File: config.mk
export PLATFORM = sky130hd
export DESIGN_NAME = baud_timer
export DESIGN_NICKNAME = d
export VERILOG_FILES = /design/src/rtl/baud_timer_pkg.sv /design/src/rtl/baud_timer.sv
export SDC_FILE = /design/constraint.sdc
export NUM_CORES = 1
export LEC_CHECK = 0
export CORE_MARGIN = 2
export CORE_UTILIZATION = 65
export DETAILED_ROUTE_END_ITERATION = 16
export DONT_BUFFER_PORTS = 1
export HOLD_SLACK_MARGIN = 0.12
export PLACE_DENSITY = 0.81
export SYNTH_ARGS = -nofsm -noshare
export SYNTH_HDL_FRONTEND = slang
export SYNTH_SLANG_ARGS = --single-unit
export TNS_END_PERCENT = 10
File: constraint.sdc
create_clock -name in -period 5.8 [get_ports in]
set_input_delay 1.16 -clock in [delete_from_list [all_inputs] [get_ports in]]
set_output_delay 1.16 -clock in [all_outputs]
set_load 0.1 [all_outputs]
File: src/rtl/baud_timer_pkg.sv
// Shared types and constants for the baud timer.
package baud_timer_pkg;

    // Timer run state: IDLE holds the counter at zero, RUN counts periods.
    typedef enum logic {
        IDLE = 1'b0,
        RUN  = 1'b1
    } timer_state_t;

    // Smallest usable period; anything below this is clamped on load.
    localparam int MIN_DIV = 2;

endpackage

File: src/rtl/baud_timer.sv
// Baud-rate timer for the UART RX path: produces a registered bit-boundary
// tick and a bit-centre half_tick from a runtime-loadable divisor.
//
// Handshake-free control: div_load, restart, en and oneshot are level inputs
// sampled on every rising clock edge; there is no valid/ready pairing, a load
// or restart takes effect on the edge where it is seen high.
module baud_timer
    import baud_timer_pkg::*;
#(
    parameter int WIDTH       = 16,
    parameter int DEFAULT_DIV = 434,
    parameter int AUTO_START  = 1
) (
    input  logic             in,        // system clock
    input  logic             rst,       // async reset, active low
    input  logic             en,
    input  logic             restart,
    input  logic             div_load,
    input  logic [WIDTH-1:0] div_in,
    input  logic             oneshot,
    output logic             tick,
    output logic             half_tick,
    output logic             busy,
    output logic [WIDTH-1:0] count
);

    localparam logic [WIDTH-1:0] MIN_DIV_W = WIDTH'(MIN_DIV);
    localparam logic [WIDTH-1:0] RESET_DIV =
        (DEFAULT_DIV < MIN_DIV) ? MIN_DIV_W : WIDTH'(DEFAULT_DIV);
    localparam timer_state_t RESET_STATE = (AUTO_START != 0) ? RUN : IDLE;

    timer_state_t     state_q, state_d;
    logic [WIDTH-1:0] count_q, count_d;
    logic [WIDTH-1:0] div_act_q, div_act_d;
    logic [WIDTH-1:0] div_pend_q, div_pend_d;
    logic             tick_q, tick_d;
    logic             half_q, half_d;

    logic [WIDTH-1:0] div_in_clamped;
    logic [WIDTH-1:0] last_count;
    logic [WIDTH-1:0] half_count;

    // Clamp incoming divisor and derive the two compare points of the period.
    always_comb begin
        div_in_clamped = (div_in < MIN_DIV_W) ? MIN_DIV_W : div_in;
        last_count     = div_act_q - WIDTH'(1);
        half_count     = (div_act_q >> 1) - WIDTH'(1);
    end

    // Next-state logic: restart first, then IDLE hold, then enabled counting.
    // A divisor loaded this very cycle is already visible to every copy into
    // the active register, so load+restart starts the new period at once.
    always_comb begin
        state_d    = state_q;
        count_d    = count_q;
        div_act_d  = div_act_q;
        div_pend_d = div_load ? div_in_clamped : div_pend_q;
        tick_d     = 1'b0;
        half_d     = 1'b0;

        if (restart) begin
            state_d   = RUN;
            count_d   = '0;
            div_act_d = div_pend_d;
        end else if (state_q == IDLE) begin
            count_d   = '0;
            div_act_d = div_pend_d;
        end else if (en) begin
            if (count_q == half_count) begin
                half_d = 1'b1;
            end
            if (count_q == last_count) begin
                tick_d    = 1'b1;
                count_d   = '0;
                div_act_d = div_pend_d;
                if (oneshot) begin
                    state_d = IDLE;
                end
            end else begin
                count_d = count_q + WIDTH'(1);
            end
        end
    end

    // State, counter, divisor shadow and pulse registers.
    always_ff @(posedge in or negedge rst) begin
        if (!rst) begin
            state_q    <= RESET_STATE;
            count_q    <= '0;
            div_act_q  <= RESET_DIV;
            div_pend_q <= RESET_DIV;
            tick_q     <= 1'b0;
            half_q     <= 1'b0;
        end else begin
            state_q    <= state_d;
            count_q    <= count_d;
            div_act_q  <= div_act_d;
            div_pend_q <= div_pend_d;
            tick_q     <= tick_d;
            half_q     <= half_d;
        end
    end

    assign tick      = tick_q;
    assign half_tick = half_q;
    assign busy      = (state_q == RUN);
    assign count     = count_q;

endmodule

## Yosys cells after proc, flatten, opt, wreduce, memory -nomap -nowiden

Index checks and enable logic that the tools add are counted.

| storage, ports and cells | value |
|---|---|
| register bits after elaboration | 51 |

| operators by class | value |
|---|---|
| equality and inequality tests | 4 |
| reductions and logical operators | 1 |
| order comparisons | 1 |
| mux-type cells | 23 |
| $add $sub $neg | 3 |

Operators with widths:

| kind | number |
|---|---|
| 2-to-1 mux 16 bit | 10 |
| == test 16 bit | 2 |
| adder 16 x 1 -> 16 bit, second input constant | 1 |
| less-than comparator 16 x 2 -> 1 bit, second input constant | 1 |
| subtractor 15 x 1 -> 16 bit, second input constant | 1 |
| subtractor 16 x 1 -> 16 bit, second input constant | 1 |
| 2-to-1 mux 1 bit | 13 |
| != test 3 x 2 -> 1 bit, second input constant | 1 |
| != test 3 bit, second input constant | 1 |
| AND reduction 2 bit | 1 |

## Logic depth before layout (Yosys ltp)

Gate-level depths: netlist of the first run.

| logic depth | value |
|---|---|
| depth in word-level cells | 7 |
| gate-level depth with buffers | 10 |
| mapped depth without buffers | 9 |

## Worst setup path before layout of the first run

Ideal clock, no wire load.

| path | value |
|---|---|
| kind | register to register |
| start | register count_q[14], in the netlist count[14] |
| end | register div_act_q[10] |
| arrival time | 2.898 ns |
| path slack | 2.777 ns |
| cell stages (with the launch flop) | 9 |
| setup time | 0.125 ns |
| clock period less this slack | 3.023 ns |
| cell sequence | dfrtp_1 xor2_1 nor3_1 o21a_1 nor3_1 nor4_4 a21oi_2 buf_6 mux2_4 |

| between the ends | value |
|---|---|
| word-level cells in the longest chain between the ends | 3 |

RTL lines:

| what | RTL line | text |
|---|---|---|
| start: declaration | baud_timer.sv:33 | `logic [WIDTH-1:0] count_q, count_d;` |
| start signal: assignment | baud_timer.sv:96 | `count_q <= count_d;` |
| == test 16 bit | baud_timer.sv:72 | `if (count_q == last_count) begin` |
| != test 3 x 2 -> 1 bit (no source line) | n/a |  |
| AND reduction 2 bit (no source line) | n/a |  |
| end signal: assignment | baud_timer.sv:97 | `div_act_q <= div_act_d;` |
| end: declaration | baud_timer.sv:34 | `logic [WIDTH-1:0] div_act_q, div_act_d;` |

No other way between the ends.
A chain may end at the register's enable or synchronous reset.

## Worst setup path in the final report of the first run

| path | value |
|---|---|
| start | register count_q[14], in the netlist count[14] |
| end | register div_act_q[3] |

Same word-level chain as after synthesis.

==> results of run 1 <==
worst max-delay path: stages (launching register included):
cell and delay [ps]:
dfrtp_1 1030, xor2_1 360, nor3_1 80, o21a_1 230, nor3_1 470, nor4_4 120, a21oi_2 160, buf_4 350
mux2_2 380
final timing paths:
path,start,cells after the start,slack (ps),end
setup / recovery,count[14],8,2520,div_act_q[3]
hold / removal,div_pend_q[3],1,510,div_pend_q[3]
setup reg to reg,count[14],8,2520,div_act_q[3]
hold reg to reg,div_pend_q[3],1,510,div_pend_q[3]
max in group asynchronous,rst,0,5080,div_act_q[7]
min in group asynchronous,rst,0,540,div_act_q[10]
through the flow:
stage	area [sq um]	cells
final	3410	384
after global routing	3410	384
after CTS	3410	384
after detailed placement	3300	376
after global placement	3300	376
after floorplan	3270	324
flip-flops by register name, summed over array words and instances (netlist names):
| signal | count |
|---|---|
| half_tick | 1 |
| count | 16 |
| tick | 1 |
| div_act_q | 16 |
| div_pend_q | 16 |
| busy | 1 |
cells in the final DEF (no fill, tap or decap), drive strengths merged, types with 3 or more instances in the layout:
cell,netlist,routed
and2,12,12
dfstp,11,11
clkbuf,15,6
nand3,13,13
nor2b,7,7
nor4,10,10
mux2,30,30
buf,7,7
nand2b,5,5
o2111ai,4,4
inv,8,8
and3,7,7
o31ai,3,3
a21o,5,5
or3,3,3
a21oi,12,12
nand2,21,21
nand4,7,7
xor2,15,15
dfrtp,40,40
nand3b,5,5
ha,3,3
nor3,10,10
nor2,11,11
xnor2,32,32
o211ai,3,3
a31oi,3,3
cell type report:
class | count | area share (%)
Multi-Input combinational cell | 243 | 54.0
Sequential cell | 51 | 37.8
Tap cell | 67 | 2.46
Clock buffer | 6 | 2.13
Timing Repair Buffer | 7 | 1.54
Clock inverter | 2 | 1.10
Inverter | 8 | 0.881
metal layers:
| layer | GRT usage (%) | share of wire, % |
|---|---|---|
| met2 | 40.4 | 47 |
| met3 | 5.22 | 4.7 |
| met5 | 0 | 0 |
| met1 | 35.0 | 46 |
| met4 | 7.34 | 2.0 |
where the power goes:
group          switching, mW  internal (mW)
Sequential            0.0464          0.391
Combinational         0.0809         0.0850
Clock                  0.117          0.129
Total                  0.245          0.605
cell families after synthesis:
family | after synthesis
compound gates | 43
xor+xnor | 47
fa+ha+maj | 3
buf+inv | 30
flops | 51
mux | 31
simple gates | 119
==> flow_summary.yaml, run 1 <==
worst_hold_path:
  hold_class: "reg -> reg"
setup_path:
  start_kind: "register"
  crit_required_ps: 5990
  crit_arrival_ps: 3480
  cp_max_fo: 25
  path_class: "reg -> reg"
  cp-end-kind: "register"
clock_network:
  insertion_delay_ps: 310
  cts.sinks: 51
  htreeDepth: 2
  cts-buffers-inserted: 5
  ctsResizeCount: 0
  clockBufferDepth: 2
  post_cts_buffers: 0
  ctsRootBufferMaster: "clkbuf_8"
  cts_hold_buffers: 0
  cts_tree: "yes"
  clk_pin_slew_ps: 90
layout:
  syn2layout_area_growth_pct: 4.25
  diodes: 0
  drive_above_1_share_pct: 20.2
  multi_input_area_sq_mm: 0.00184
  seqCellArea_sq_mm: 0.00129
  fillers: 367
  utilization_pct: 71.2
  final_nets: 341
floorplan:
  die_area_sq_mm: 0.00561
  ioPinCount: 41
  coreArea_sq_mm: 0.00479
  start_util_pct: 68.3
  std_cell_rows: 25
  die_x_um: 74.9
  die_y_um: 74.9
synth:
  syn_area_sq_mm: 0.00327
  synth_edf_count: 0
  synth-xor-area-share_pct: 12.6
  ys_top_cells_by_count: "dfrtp_1 (40), xnor2_1 (32), nand2_1 (21)"
  synth_cell_types: 54
  synth_top_family_by_area: "simple AND/OR/NAND/NOR gates"
  synth.mux.area_fraction_pct: 11.9
  syn_area_per_cell_sq_um: 10.1
  syn-num-nets: 349
  synth_seq_cells: 51
  synthCells: 324
  synth_top_area_share_pct: 30.6
  yosysMostFrequentCell: "dfrtp_1"
  ys_seq_area_share_pct: 39.5
  synth_area_leaders: "dfrtp_1 (31%), dfstp_2 (8.8%), xnor2_1 (8.6%), mux2_2 (6.5%), mux2_4 (5.1%)"
  synth-async-reset-ratio_pct: 100
  yosysWarnings: 0
  synth_fa_ha_area_share_pct: 1.15
  synth_ff_type: "dfrtp_1"
  synth_top_area_cell: "dfrtp_1"
  synthSimpleGateAreaFrac_pct: 21.2
  synth_compound_area_share_pct: 9.49
sta:
  finalClockSkew_ps: 8.60
  fin_ws_ps: 2520
  setup_violations: 0
  rsz0062_at_grt: "no"
  fmax_mhz: 304
  holdWs_ps: 505
  period_share_pct: 56.6
  relSlewSlack_pct: 23.3
  hold_violations: 0
  drv_slew: 0
  finalCriticalPeriod_ps: 3280
  tns_ps: 0
  worst_pin_slew_ps: 1150
power_and_ir_drop:
  p_per_area_mw_per_mm2: 249
  power.total_uw: 849
  vdd.ir_drop.worst_v: 0.000245
  leakage_nw: 1.37
drt:
  wl_per_cell_um: 16.9
  route.detailed.drc: 0
  drtIter0Drc: 147
  postRouteAntennaNets: 0
  vias: 2351
  wirelength_mm: 6.50
  viasPerCell: 6.12
  drt_pass1_iterations: 4
global_routing:
  grt_use_total_pct: 25.2
  antenna_found_initial: 0
  gr-total-overflow: 0
  grt_start_max_net_pins: 52
  grt_pass1_vias: 2168
  grt_pass1_wl_mm: 10.6
run:
  maxCapViolCount: 0
outcome:
  outcome: "complete, no violations"
placed_design:
  post-place-ws_ps: 2540
  hpwl_mm: 4.74
  io_buffer_count: 0
  globalplace.congestion: 0.917
Power figures use the tool's default switching activity.
==> run 2, diff against run 1 <==
--- a/config.mk
+++ b/config.mk
@@ -6,11 +6,11 @@
 export NUM_CORES = 1
 export LEC_CHECK = 0
 export CORE_MARGIN = 2
-export CORE_UTILIZATION = 65
+export CORE_UTILIZATION = 64
 export DETAILED_ROUTE_END_ITERATION = 16
 export DONT_BUFFER_PORTS = 1
 export HOLD_SLACK_MARGIN = 0.12
-export PLACE_DENSITY = 0.81
+export PLACE_DENSITY = 0.8
 export SYNTH_ARGS = -nofsm -noshare
 export SYNTH_HDL_FRONTEND = slang
 export SYNTH_SLANG_ARGS = --single-unit
==> constraint.sdc (replaced) <==
create_clock -name in -period 3.1 [get_ports in]
set_input_delay 0.62 -clock in [delete_from_list [all_inputs] [get_ports in]]
set_output_delay 0.62 -clock in [all_outputs]
set_load 0.1 [all_outputs]
==> run 2 against run 1 <==
  * Combinational power increased by 120%
  * Wire length increased by 14%
  * Register-to-register slack worse by 2400 ps
  * Via count rose by 6.3%
  * Final cell count grew 7.0%
  * Core utilization grew 1.2 points
  * Power grew 87%
  * Critical path depth up 2
  * Worst hold slack lost 370 ps
  * Critical path type unchanged
  * Largest power group unchanged
==> flow_summary.yaml, run 2 (same netlist as run 1, synthesis figures left out) <==
global_routing:
  gr-total-overflow: 0
  grt_pass1_vias: 2447
  grt_use_total_pct: 27.7
  grt_pass1_wl_mm: 11.7
  antenna_found_initial: 0
  grt_start_max_net_pins: 41
setup_path:
  path_class: "reg -> reg"
  crit_required_ps: 3310
  cp-end-kind: "register"
  cp_max_fo: 11
  start_kind: "register"
  crit_arrival_ps: 3220
layout:
  final_cell_mix: "dfrtp_1 (40), xnor2_1 (32), buf_4 (28)"
  final_nets: 365
  final_common_cell: "dfrtp_1"
  syn2layout_area_growth_pct: 10.9
  fillers: 404
  drive_above_1_share_pct: 26.4
  diodes: 0
  utilization_pct: 72.4
placed_design:
  io_buffer_count: 0
  globalplace.congestion: 0.968
  hpwl_mm: 5.28
drt:
  wirelength_mm: 7.39
  viasPerCell: 6.08
  drtIter0Drc: 129
  route.detailed.drc: 0
  vias: 2500
  drt_pass1_iterations: 4
  wl_per_cell_um: 18.0
  postRouteAntennaNets: 0
sta:
  worst_pin_slew_ps: 862
  finalCriticalPeriod_ps: 3010
  hold_violations: 0
  fmax_mhz: 332
  period_share_pct: 97.0
  setup_violations: 0
  relSlewSlack_pct: 42.6
  drv_slew: 0
  tns_ps: 0
  finalClockSkew_ps: 11.8
clock_network:
  ctsRootBufferMaster: "clkbuf_8"
  cts-buffers-inserted: 5
  cts.sinks: 51
  cts_tree: "yes"
  clockBufferDepth: 2
  insertion_delay_ps: 320
  htreeDepth: 2
  clk_pin_slew_ps: 110
floorplan:
  coreArea_sq_mm: 0.00501
  std_cell_rows: 26
  start_util_pct: 65.3
  ioPinCount: 41
  die_area_sq_mm: 0.00570
  die_y_um: 75.5
  die_x_um: 75.5
power_and_ir_drop:
  vdd.ir_drop.worst_v: 0.000322
  p_per_area_mw_per_mm2: 439
  leakage_nw: 1.50
run:
  maxCapViolCount: 0
worst_hold_path:
  hold_class: "in -> async"
outcome:
  outcome: "complete, no violations"
## run 2: stage by stage
stage | total power [mW] | cell area (sq um) | hold slack, ps | setup slack (ps) | instances
final | 1.59 | 3630 | 137 | 91.9 | 411
after global routing | 1.67 | 3630 | 121 | -22.8 | 411
after CTS | 1.59 | 3590 | 124 | 105 | 409
after detailed placement | 1.16 | 3470 | 326 | 112 | 400
after global placement | 1.15 | 3470 | 326 | 194 | 400
after floorplan | 1.09 | 3270 | 324 | 76.8 | 324
## run 2: power by group
| group | switching (mW) | internal (mW) |
|---|---|---|
| Combinational | 0.185 | 0.181 |
| Sequential | 0.0805 | 0.732 |
| Clock | 0.246 | 0.168 |
## run 2: layout make-up
cell class / count / area [sq um] / share of cell area [%]
Clock buffer: 5 / 68.8 / 1.90
Clock inverter: 3 / 27.5 / 0.759
Multi-Input combinational cell: 243 / 1860 / 51.3
Inverter: 8 / 30.0 / 0.828
Timing Repair Buffer: 31 / 260 / 7.18
Tap cell: 70 / 87.6 / 2.42
Sequential cell: 51 / 1290 / 35.6
## run 2: critical path, stage by stage, from the launching register on
cell and delay (ps):
dfstp_2 380, inv_1 160, ha_4 190, or3b_4 410, or4b_4 500, a21oi_1 200
a41oi_2 80, nor4_4 350, a21oi_2 140, buf_4 200, mux2_4 300
## run 2: final timing paths
check,from,end,slack [ps],depth (start not counted)
setup / recovery,div_act_q[1],div_act_q[14],90,10
hold / removal,rst,div_act_q[9],140,1
setup reg to reg,div_act_q[1],div_act_q[14],90,10
hold reg to reg,div_pend_q[2],div_pend_q[2],510,1
max in group asynchronous,rst,busy,2140,1
min in group in,restart,busy,400,1
## run 2: repair_timing
item                                   4_1_cts  5_1_grt
setup buffers                                0        1
endpoints found under the hold margin       40        4
setup endpoints to repair                    0       13
hold buffers                                 1        1
resized for setup                            0        3
## run 2: per-layer routing
metal  vias up  track usage, %  share of wire, %
met5         -               0                 0
met4         0            8.77               2.2
met3        15            6.08               4.7
met2        61            45.2                50
met1      1239            37.2                43
li1       1185               -                 -
